## src/rtl/shift_sched_pkg.sv

```systemverilog
// Shared ALU definitions for the shift scheduler: widths, requester index
// encoding, output register states and the operand bundle routed to the
// shared shifter.
package shift_sched_pkg;

  // Datapath width of the shared shifter and width of its shift amount.
  localparam int SHIFT_W = 8;
  localparam int SHAMT_W = 3;

  // Requester index encoding; also the value carried on out_src.
  typedef enum logic {
    SRC_0 = 1'b0,
    SRC_1 = 1'b1
  } src_e;

  // One-entry result register occupancy.
  typedef enum logic {
    OUT_EMPTY = 1'b0,
    OUT_FULL  = 1'b1
  } out_state_e;

  // Operation presented to the shifter by the granted requester.
  typedef struct packed {
    logic [SHIFT_W-1:0] a;
    logic [SHAMT_W-1:0] shamt;
  } shift_op_t;

  // Round-robin helper: after serving one requester, the other gets priority.
  function automatic src_e other_src(input src_e k);
    return (k == SRC_0) ? SRC_1 : SRC_0;
  endfunction

endpackage

```

## src/rtl/shift_sched_shiftleft.sv

```systemverilog
// Shared ALU logical left shifter: zero fill, bits past the MSB discarded.
// Purely combinational, three log-stages (1, 2, 4 positions).
// No state and no handshake; the caller muxes the operand in.
module shiftleft
  import shift_sched_pkg::*;
(
  input  logic [SHIFT_W-1:0] a_i,
  input  logic [SHAMT_W-1:0] shamt_i,
  output logic [SHIFT_W-1:0] y_o
);

  logic [SHIFT_W-1:0] stage1;
  logic [SHIFT_W-1:0] stage2;
  logic [SHIFT_W-1:0] stage4;

  // Log shifter: each shift-amount bit conditionally moves the word by 2^i.
  always_comb begin
    stage1 = shamt_i[0] ? {a_i[SHIFT_W-2:0], 1'b0}       : a_i;
    stage2 = shamt_i[1] ? {stage1[SHIFT_W-3:0], 2'b00}   : stage1;
    stage4 = shamt_i[2] ? {stage2[SHIFT_W-5:0], 4'b0000} : stage2;
    y_o    = stage4;
  end

endmodule

```

## src/rtl/shift_sched.sv

```systemverilog
// Round-robin scheduler sharing one left shifter between two requesters,
// with a one-entry tagged result register and per-requester delivery counters.
// Latency 1 cycle accept->result; 1 result/cycle; input ready drops when the result slot is full and not draining.
module shift_sched
  import shift_sched_pkg::*;
#(
  parameter logic PRIO_RESET = 1'b0
) (
  input  logic               clk,
  input  logic               rst,
  // Requester 0
  input  logic               in0_valid,
  output logic               in0_ready,
  input  logic [SHIFT_W-1:0] in0_a,
  input  logic [SHAMT_W-1:0] in0_shift,
  // Requester 1
  input  logic               in1_valid,
  output logic               in1_ready,
  input  logic [SHIFT_W-1:0] in1_a,
  input  logic [SHAMT_W-1:0] in1_shift,
  // Result
  output logic               out_valid,
  input  logic               out_ready,
  output logic [SHIFT_W-1:0] out_data,
  output logic               out_src,
  // Debug / performance counters
  output logic [7:0]         cnt0,
  output logic [7:0]         cnt1
);

  localparam src_e RR_RESET = src_e'(PRIO_RESET);

  // Registered state
  out_state_e         state_q;
  logic [SHIFT_W-1:0] data_q;
  src_e               src_q;
  src_e               rr_q;
  src_e               rr_d;
  logic [7:0]         cnt0_q;
  logic [7:0]         cnt0_d;
  logic [7:0]         cnt1_q;
  logic [7:0]         cnt1_d;

  // Arbitration and datapath
  logic               slot_free;
  logic               gnt0;
  logic               gnt1;
  logic               accept;
  logic               deliver;
  src_e               grant_src;
  shift_op_t          op_sel;
  logic [SHIFT_W-1:0] shift_res;

  // Slot is free when empty or when the held result leaves this cycle.
  assign slot_free = (state_q == OUT_EMPTY) || out_ready;
  assign deliver   = (state_q == OUT_FULL) && out_ready;

  // Grant selection: lone requester wins; on contention the pointer decides.
  // Nothing is granted while reset is asserted so no request is consumed.
  always_comb begin
    gnt0 = 1'b0;
    gnt1 = 1'b0;
    if (!rst && slot_free) begin
      if (in0_valid && in1_valid) begin
        if (rr_q == SRC_1) gnt1 = 1'b1;
        else               gnt0 = 1'b1;
      end else if (in0_valid) begin
        gnt0 = 1'b1;
      end else if (in1_valid) begin
        gnt1 = 1'b1;
      end
    end
  end

  // A grant is only raised for a valid requester, so grant == acceptance.
  assign in0_ready = gnt0;
  assign in1_ready = gnt1;
  assign accept    = gnt0 | gnt1;
  assign grant_src = gnt1 ? SRC_1 : SRC_0;

  // Operand mux feeding the shared shifter from the granted requester.
  always_comb begin
    op_sel = '0;
    if (gnt1) begin
      op_sel.a     = in1_a;
      op_sel.shamt = in1_shift;
    end else begin
      op_sel.a     = in0_a;
      op_sel.shamt = in0_shift;
    end
  end

  shiftleft u_shiftleft (
    .a_i     (op_sel.a),
    .shamt_i (op_sel.shamt),
    .y_o     (shift_res)
  );

  // Priority pointer next state: hand priority to the other side after a grant.
  always_comb begin
    rr_d = rr_q;
    if (accept) rr_d = other_src(grant_src);
  end

  // Counter next state: count deliveries against the tag of the leaving result.
  always_comb begin
    cnt0_d = cnt0_q;
    cnt1_d = cnt1_q;
    if (deliver) begin
      if (src_q == SRC_1) cnt1_d = cnt1_q + 8'd1;
      else                cnt0_d = cnt0_q + 8'd1;
    end
  end

  // Result register FSM: load on acceptance (even while draining), empty on a
  // delivery with nothing new behind it, otherwise hold data and tag stable.
  always_ff @(posedge clk) begin
    if (rst) begin
      state_q <= OUT_EMPTY;
      data_q  <= '0;
      src_q   <= SRC_0;
    end else begin
      case (state_q)
        OUT_EMPTY: begin
          if (accept) begin
            state_q <= OUT_FULL;
            data_q  <= shift_res;
            src_q   <= grant_src;
          end
        end
        OUT_FULL: begin
          if (accept) begin
            state_q <= OUT_FULL;
            data_q  <= shift_res;
            src_q   <= grant_src;
          end else if (out_ready) begin
            state_q <= OUT_EMPTY;
          end
        end
        default: begin
          state_q <= OUT_EMPTY;
        end
      endcase
    end
  end

  // Arbitration pointer and delivery counters; a discarded result is not counted.
  always_ff @(posedge clk) begin
    if (rst) begin
      rr_q   <= RR_RESET;
      cnt0_q <= 8'd0;
      cnt1_q <= 8'd0;
    end else begin
      rr_q   <= rr_d;
      cnt0_q <= cnt0_d;
      cnt1_q <= cnt1_d;
    end
  end

  assign out_valid = (state_q == OUT_FULL);
  assign out_data  = data_q;
  assign out_src   = src_q;
  assign cnt0      = cnt0_q;
  assign cnt1      = cnt1_q;

endmodule
```

## config.mk

```make
export PLATFORM = sky130hd
export DESIGN_NAME = shift_sched
export DESIGN_NICKNAME = d
export VERILOG_FILES = /design/src/rtl/shift_sched_pkg.sv /design/src/rtl/shift_sched_shiftleft.sv /design/src/rtl/shift_sched.sv
export SDC_FILE = /design/constraint.sdc
export NUM_CORES = 1
export LEC_CHECK = 0
export CAP_MARGIN = 20
export CORE_UTILIZATION = 40
export CTS_BUF_LIST = sky130_fd_sc_hd__clkbuf_4
export DETAILED_ROUTE_END_ITERATION = 8
export DONT_BUFFER_PORTS = 1
export SYNTH_ARGS = -nofsm -noshare
export SYNTH_HDL_FRONTEND = slang
export SYNTH_SLANG_ARGS = --single-unit
```

## constraint.sdc

```tcl
create_clock -name clk -period 3.2 [get_ports clk]
set_input_delay 0.48 -clock clk [delete_from_list [all_inputs] [get_ports clk]]
set_output_delay 0.48 -clock clk [all_outputs]
set_load 0.05 [all_outputs]
```

==> key figures, run 1 <==
Drt
  – Detailed Route Iter0 Violations: 35
  – Number of remaining DRC errors: 0
  – Post-detailed-route count of antenna-violating nets: 0
  – Via-per-instance ratio: 5.69
  – Average wire per cell in the routed design: 15.2 um
  – Number of search-and-repair iterations in the first detailed-routing pass: 4
  – Via count: 1213
  – Final wirelength: 3.24 mm

Place
  – Setup Slack @ Placement: 1.12 ns
  – HPWL reported at the end of detailed placement: 2.54 mm
  – Post-Place Cell Area: 0.00161 mm2
  – Global placer's final weighted congestion: 0.817
  – Port Buf Inserts: 0

Worst setup path
  – Crit path DAT: 1.94 ns
  – Highest fanout seen on the critical path: 12
  – Endpoint required time on the critical path: 2.72 ns
  – Startpoint Class: register
  – Type of destination of the critical path: primary output
  – Classification of the worst setup path: reg -> out

Floorplan
  – Core outline area: 0.00377 mm2
  – Row count: 22
  – Boundary pin count: 55
  – Die height: 65.4 um
  – Initial Utilization: 42.6%
  – Overall die width: 65.4 um
  – Die area: 0.00428 mm2

Synthesis
  – Number of distinct library cells after synthesis: 44
  – Register area share after synthesis: 33.6%
  – Fraction of synthesized cell area taken by the top area cell type: 33.6%
  – Mean area per synthesized cell: 9.40 um2
  – Post-Syn Instances: 171
  – Yosys Warn Count: 0
  – Mapped cell area: 0.00161 mm2
  – Most frequently used flop master after synthesis: dfxtp_1
  – EDFF count, synth: 0
  – Syn Nets: 200
  – Post-synthesis share of cell area spent on and, or, nand and nor gates: 22.7%
  – Compound-gate portion of the synthesized area: 9.11%
  – FF+latch count, synth: 27
  – Mux contribution to synthesized area: 20.3%
  – Combinational family with the most area after synthesis: simple AND/OR/NAND/NOR gates
  – Fraction of the mapped netlist area in adder cells: 1.56%
  – Fraction of synthesis flops using an asynchronous set or reset pin: 0%
  – Biggest area contributors in the synthesized netlist: dfxtp_1 34%, mux4_2 9.8%, mux2i_1 6.8%
  – Xor and xnor fraction of the mapped netlist area: 7.63%
  – Dominant cell type by area after synthesis: dfxtp_1

Outcome
  – Result of the run: complete, no violations

Clock tree
  – Number of post-CTS setup repair buffers: 0
  – Maximum number of buffers from clock root to sink: 2
  – Clock network latency to the later pin of the worst-skew pair: 0.32 ns
  – # clock sinks: 27
  – Root buffer selected by CTS: clkbuf_4
  – TritonCTS clock tree: yes
  – Clock buffer count from CTS: 3
  – Post-CTS sizing: 0
  – Post-CTS Hold Buffers: 0
  – Clk pin slew, worst setup/hold paths: 0.14 ns
  – H-tree Lvls: 1

Min path
  – Class of the most critical hold timing path: in -> reg

Finish
  – Antenna cell count: 0
  – Design area: 0.00163 mm2
  – Final net count: 195
  – Fraction of layout cells with a size suffix above 1: 13.3%
  – Synth-to-Final Area Change: 1.56%
  – Number of inserted filler cells in the final layout: 374

GRT
  – Largest net degree at the start of global routing: 26
  – Total global routing overflow: 0
  – First-pass GRT wire length: 5.25 mm
  – Number of antenna violations at the first check in global routing: 0
  – Overall routing resource usage: 15.8%
  – Number of global-route vias before repair: 1160

STA
  – Summed negative setup slack over all endpoints: 0 ns
  – # setup viols final: 0
  – Worst-Margin Slew: 0.621 ns
  – Share of the clock period used by the worst path after layout: 75.7%
  – Number of endpoints with negative hold slack in the final report: 0
  – Worst clock skew: 0.00705 ns
  – Unrepaired setup endpoints after global routing: no
  – Normalized max-slew margin: 58.5%
  – Fmax: 413 MHz
  – Setup ws final: 0.778 ns
  – Number of max-slew violations in the final report: 0
  – Final Critical Period: 2.42 ns

Power and ir drop
  – LEAKAGE: 0.643 nW
  – Max VDD drop: 0.262 mV
  – Pwr/cell area: 394 mW/mm2

Flow run
  – Max-Cap Viols: 0
-- critical path, stage by stage, from the launching register on --
cell,delay (ns)
dfxtp_1,0.52
nand2b_1,0.23
nand4_2,0.39
inv_1,0.49
-- per-stage QoR --
| step | hold WS, ns | std cells | util, % | total power, mW |
|---|---|---|---|---|
| after global placement | 0.492 | 209 | 42.6 | 0.507 |
| after CTS | 0.188 | 213 | 43.3 | 0.654 |
| after detailed placement | 0.500 | 209 | 42.6 | 0.507 |
| after floorplan | 0.465 | 171 | - | 0.505 |
| final | 0.210 | 213 | 43.3 | 0.643 |
| after global routing | 0.171 | 213 | 43.3 | 0.678 |
-- registers in the layout (all words and copies together), names as in the netlist --
| signal | flops |
|---|---|
| out_data | 8 |
| cnt1 | 8 |
| out_valid | 1 |
| cnt0 | 8 |
| out_src | 1 |
| rr_q | 1 |
-- path summary, 6_finish.rpt --
kind                            startpoint     endpoint  slack (ns)  cells past startpoint
worst max-delay path             out_valid    in1_ready        0.78                      3
worst min-delay path                   rst  out_data[1]        0.21                      1
worst max register to register   out_valid  out_data[7]        1.25                      5
worst min register to register        rr_q         rr_q        0.53                      2
-- cell type report --
type | instances | area (um2) | area share [%]
Inverter | 3 | 11.3 | 0.690
Timing Repair Buffer | 1 | 7.51 | 0.460
Clock inverter | 1 | 5.00 | 0.307
Tap cell | 48 | 60.1 | 3.68
Clock buffer | 3 | 22.5 | 1.38
Multi-Input combinational cell | 130 | 986 | 60.4
Sequential cell | 27 | 541 | 33.1
-- report_power, final --
part	internal, mW	switching, mW	total [mW]
clock network	0.0468	0.0960	0.143
logic	0.0513	0.0479	0.0992
registers	0.349	0.0518	0.401
-- kinds of logic after synthesis --
logic type               Yosys count
multiplexers                      23
adder cells (fa/ha/maj)            2
XOR/XNOR                          14
buffers and inverters             14
flip-flops                        27
AND/OR/NAND/NOR                   70
AO/OA/AOI/OAI                     21
-- per-layer routing --
metal  share of wire (%)  GRT usage, %  vias up  wire length, um
met5                   0             0        -                0
met4                0.25          1.09        0                8
met3                 8.2          8.16        2              266
met2                  47          24.6       31             1530
met1                  44          20.3      579             1440
li1                    -             -      601                -
-- cells in the final DEF, fill, tap and decap left out, types with 2 or more instances in the layout --
master,synthesis,routed
mux2i_1,11,11
nand2b_1,4,4
a21oi_1,7,7
clkbuf_4,0,3
dfxtp_1,27,27
xor2_1,10,10
ha_1,2,2
and3_1,3,3
mux2_2,3,3
and4_1,2,2
a32o_1,2,2
a221oi_1,2,2
nand3_1,8,8
nand4_1,4,4
mux4_2,7,7
nand2_1,12,12
o21ai_0,3,3
nor2_1,26,26
inv_1,2,2
xnor2_1,4,4
-- cells in the mapped netlist (all sizes together), types with 2 or more instances --
cell type  instances
a21oi              7
nand4              5
inv                3
nand2             12
nand2b             4
and4               2
nor3               2
and3               3
mux2i             12
mux4               7
a32o               2
xnor2              4
ha                 2
nand3              9
mux2               4
nor2              26
buf               11
o21ai              4
a221oi             2
nor2b              2
xor2              10
dfxtp             27
(Power assumes the default switching activity.)
==> run 2: changes to the inputs <==
==> constraint.sdc (replaced) <==
create_clock -name clk -period 1.99 [get_ports clk]
set_input_delay 0.2985 -clock clk [delete_from_list [all_inputs] [get_ports clk]]
set_output_delay 0.2985 -clock clk [all_outputs]
set_load 0.05 [all_outputs]
==> key figures, run 2 (synthesis results as in run 1) <==
Outcome
  – Result of the run: complete, no violations (unchanged)

Worst setup path
  – Dominant delay contributor by cell family on the critical path: simple AND/OR/NAND/NOR gates (unchanged)
  – Largest stage delay, worst path: 0.37 ns (was 0.52 ns)
  – Classification of the worst setup path: reg -> out (unchanged)
  – Worst path cell trace: nand2b_1 -> nand4_4 -> inv_1 -> buf_4 (was nand2b_1 -> nand4_2 -> inv_1)
  – Type of destination of the critical path: primary output (unchanged)
  – Endpoint required time on the critical path: 1.69 ns (was 2.72 ns)
  – CP max stage cell: dfxtp_1 (unchanged)
  – Highest fanout seen on the critical path: 12 (unchanged)
  – Critical path buffers and inverters: 2 (was 1)
  – Crit path DAT: 1.48 ns (was 1.94 ns)
  – Startpoint Class: register (unchanged)
  – Setup slack of the most critical reg-to-reg path: 0.36 ns (was 1.25 ns)

Place
  – Number of placed cells counting well taps: 225 (was 209)
  – HPWL reported at the end of detailed placement: 2.67 mm (was 2.54 mm)
  – Setup Slack @ Placement: 0.359 ns (was 1.12 ns)
  – Global placer's final weighted congestion: 0.874 (was 0.817)
  – Port Buf Inserts: 0 (unchanged)

Drt
  – Detailed Route Iter0 Violations: 39 (was 35)
  – Post-detailed-route count of antenna-violating nets: 0 (unchanged)
  – Average wire per cell in the routed design: 14.6 um (was 15.2 um)
  – Via count: 1280 (was 1213)
  – Via-per-instance ratio: 5.59 (was 5.69)
  – Number of remaining DRC errors: 0 (unchanged)
  – Number of search-and-repair iterations in the first detailed-routing pass: 4 (unchanged)
  – Final wirelength: 3.34 mm (was 3.24 mm)

Flow run
  – Max-Cap Viols: 0 (unchanged)

Clock tree
  – H-tree Lvls: 1 (unchanged)
  – # clock sinks: 27 (unchanged)
  – Clock network latency to the later pin of the worst-skew pair: 0.31 ns (was 0.32 ns)
  – Root buffer selected by CTS: clkbuf_4 (unchanged)
  – Clk pin slew, worst setup/hold paths: 0.14 ns (about the same)
  – Maximum number of buffers from clock root to sink: 2 (unchanged)
  – TritonCTS clock tree: yes (unchanged)
  – Clock buffer count from CTS: 3 (unchanged)

Floorplan
  – Die area: 0.00428 mm2 (unchanged)
  – Overall die width: 65.4 um (unchanged)
  – Initial Utilization: 42.6% (unchanged)
  – Row count: 22 (unchanged)
  – Die height: 65.4 um (unchanged)
  – Boundary pin count: 55 (unchanged)
  – Core outline area: 0.00377 mm2 (unchanged)

Finish
  – Antenna cell count: 0 (unchanged)
  – Area of the multi-input gates: 1000 um2 (was 986 um2)
  – Highest-count cells in the layout ignoring fill and taps: 27 x dfxtp_1, 26 x nor2_1, 17 x buf_4, 12 x nand2_1, 11 x mux2i_1 (was 27 x dfxtp_1, 26 x nor2_1, 12 x nand2_1, 11 x mux2i_1, 10 x xor2_1)
  – Fraction of layout cells with a size suffix above 1: 21.5% (was 13.3%)
  – Most common cell after layout, fill and taps aside: dfxtp_1 (unchanged)
  – Number of inserted filler cells in the final layout: 351 (was 374)
  – Number of standard cells in the layout, taps in and fillers out: 229 (was 213)
  – Final net count: 211 (was 195)
  – Synth-to-Final Area Change: 10.0% (was 1.56%)
  – Register cell area after layout: 541 um2 (unchanged)

GRT
  – Total global routing overflow: 0 (unchanged)
  – Number of antenna violations at the first check in global routing: 0 (unchanged)
  – Overall routing resource usage: 16.0% (was 15.8%)
  – First-pass GRT wire length: 5.42 mm (was 5.25 mm)
  – Largest net degree at the start of global routing: 26 (unchanged)
  – Number of global-route vias before repair: 1264 (was 1160)

STA
  – Number of max-slew violations in the final report: 0 (unchanged)
  – Normalized max-slew margin: 62.3% (was 58.5%)
  – Worst clock skew: 0.00795 ns (was 0.00705 ns)
  – Worst-Margin Slew: 0.565 ns (was 0.621 ns)
  – Share of the clock period used by the worst path after layout: 89.5%
  – Summed negative setup slack over all endpoints: 0 ns (unchanged)
  – # setup viols final: 0 (unchanged)
  – Fmax: 562 MHz
  – Number of endpoints with negative hold slack in the final report: 0 (unchanged)
  – Setup ws final: 0.210 ns (was 0.778 ns)
  – Final-layout worst hold slack: 0.0303 ns (was 0.210 ns)
  – Final Critical Period: 1.78 ns
  – Unrepaired setup endpoints after global routing: no (unchanged)

Power and ir drop
  – Switch share: 29.5% (was 30.4%)
  – Clk network pwr share: 22.5% (was 22.2%)
  – Seq pwr share: 59.1% (was 62.4%)
  – Share of total power in combinational logic: 18.4% (was 15.4%)
  – Max VDD drop: 0.280 mV (was 0.262 mV)
  – Total chip power: 1.06 mW (was 0.643 mW)
  – Net switching component of the power: 0.311 mW (was 0.196 mW)
  – Internal power: 0.745 mW (was 0.447 mW)
  – LEAKAGE: 0.731 nW (was 0.643 nW)
  – Pwr/cell area: 597 mW/mm2 (was 394 mW/mm2)

Min path
  – Class of the most critical hold timing path: in -> reg (unchanged)
==> run 2: metal layers <==
layer	vias to the layer above	wire, um	global-route usage, %
li1	636	-	-
met1	600	1540	20.9
met2	40	1530	26.0
met5	-	0	0
met4	0	19	2.72
met3	4	251	4.86
==> run 2: worst register-to-register path, stage by stage, from the launching register on <==
cell	delay, ns
dfxtp_1	0.36
buf_4	0.21
and3b_1	0.32
and4_1	0.29
nand3_1	0.12
xor2_1	0.18
nor2_1	0.10
==> run 2: worst paths after layout <==
kind | startpoint | endpoint | cells past startpoint
setup / recovery | rr_q | in1_ready | 4
hold / removal | rst | out_data[0] | 1
setup reg to reg | out_valid | cnt0[7] | 6
hold reg to reg | out_src | out_src | 2
==> run 2: layout make-up <==
class / count / share of cell area, %
Multi-Input combinational cell: 130 / 56.5
Sequential cell: 27 / 30.6
Timing Repair Buffer: 17 / 7.21
Tap cell: 48 / 3.39
Clock buffer: 4 / 1.70
Inverter: 3 / 0.636
==> run 2: what timing repair did <==
item                                    CTS  global route
resized for setup                         0             1
endpoints found under the setup margin    0             1
hold buffers                              0             0
buffers inserted                          0             0
==> run 2: power groups by stage <==
| stage | registers (mW) | clock network [mW] | logic (mW) |
|---|---|---|---|
| finish | 0.623 | 0.238 | 0.194 |
| global route | 0.627 | 0.271 | 0.211 |
| CTS | 0.623 | 0.249 | 0.192 |
| detailed placement | 0.635 | 0 | 0.190 |
| global placement | 0.634 | 0 | 0.189 |
| floorplan | 0.651 | 0 | 0.162 |
==> run 2: per-stage QoR <==
| stage | area (um2) | util (%) |
|---|---|---|
| detailed placement | 1730 | 45.9 |
| floorplan | 1610 | - |
| global route | 1770 | 46.9 |
| finish | 1770 | 46.9 |
| global placement | 1730 | 45.9 |
| CTS | 1760 | 46.7 |
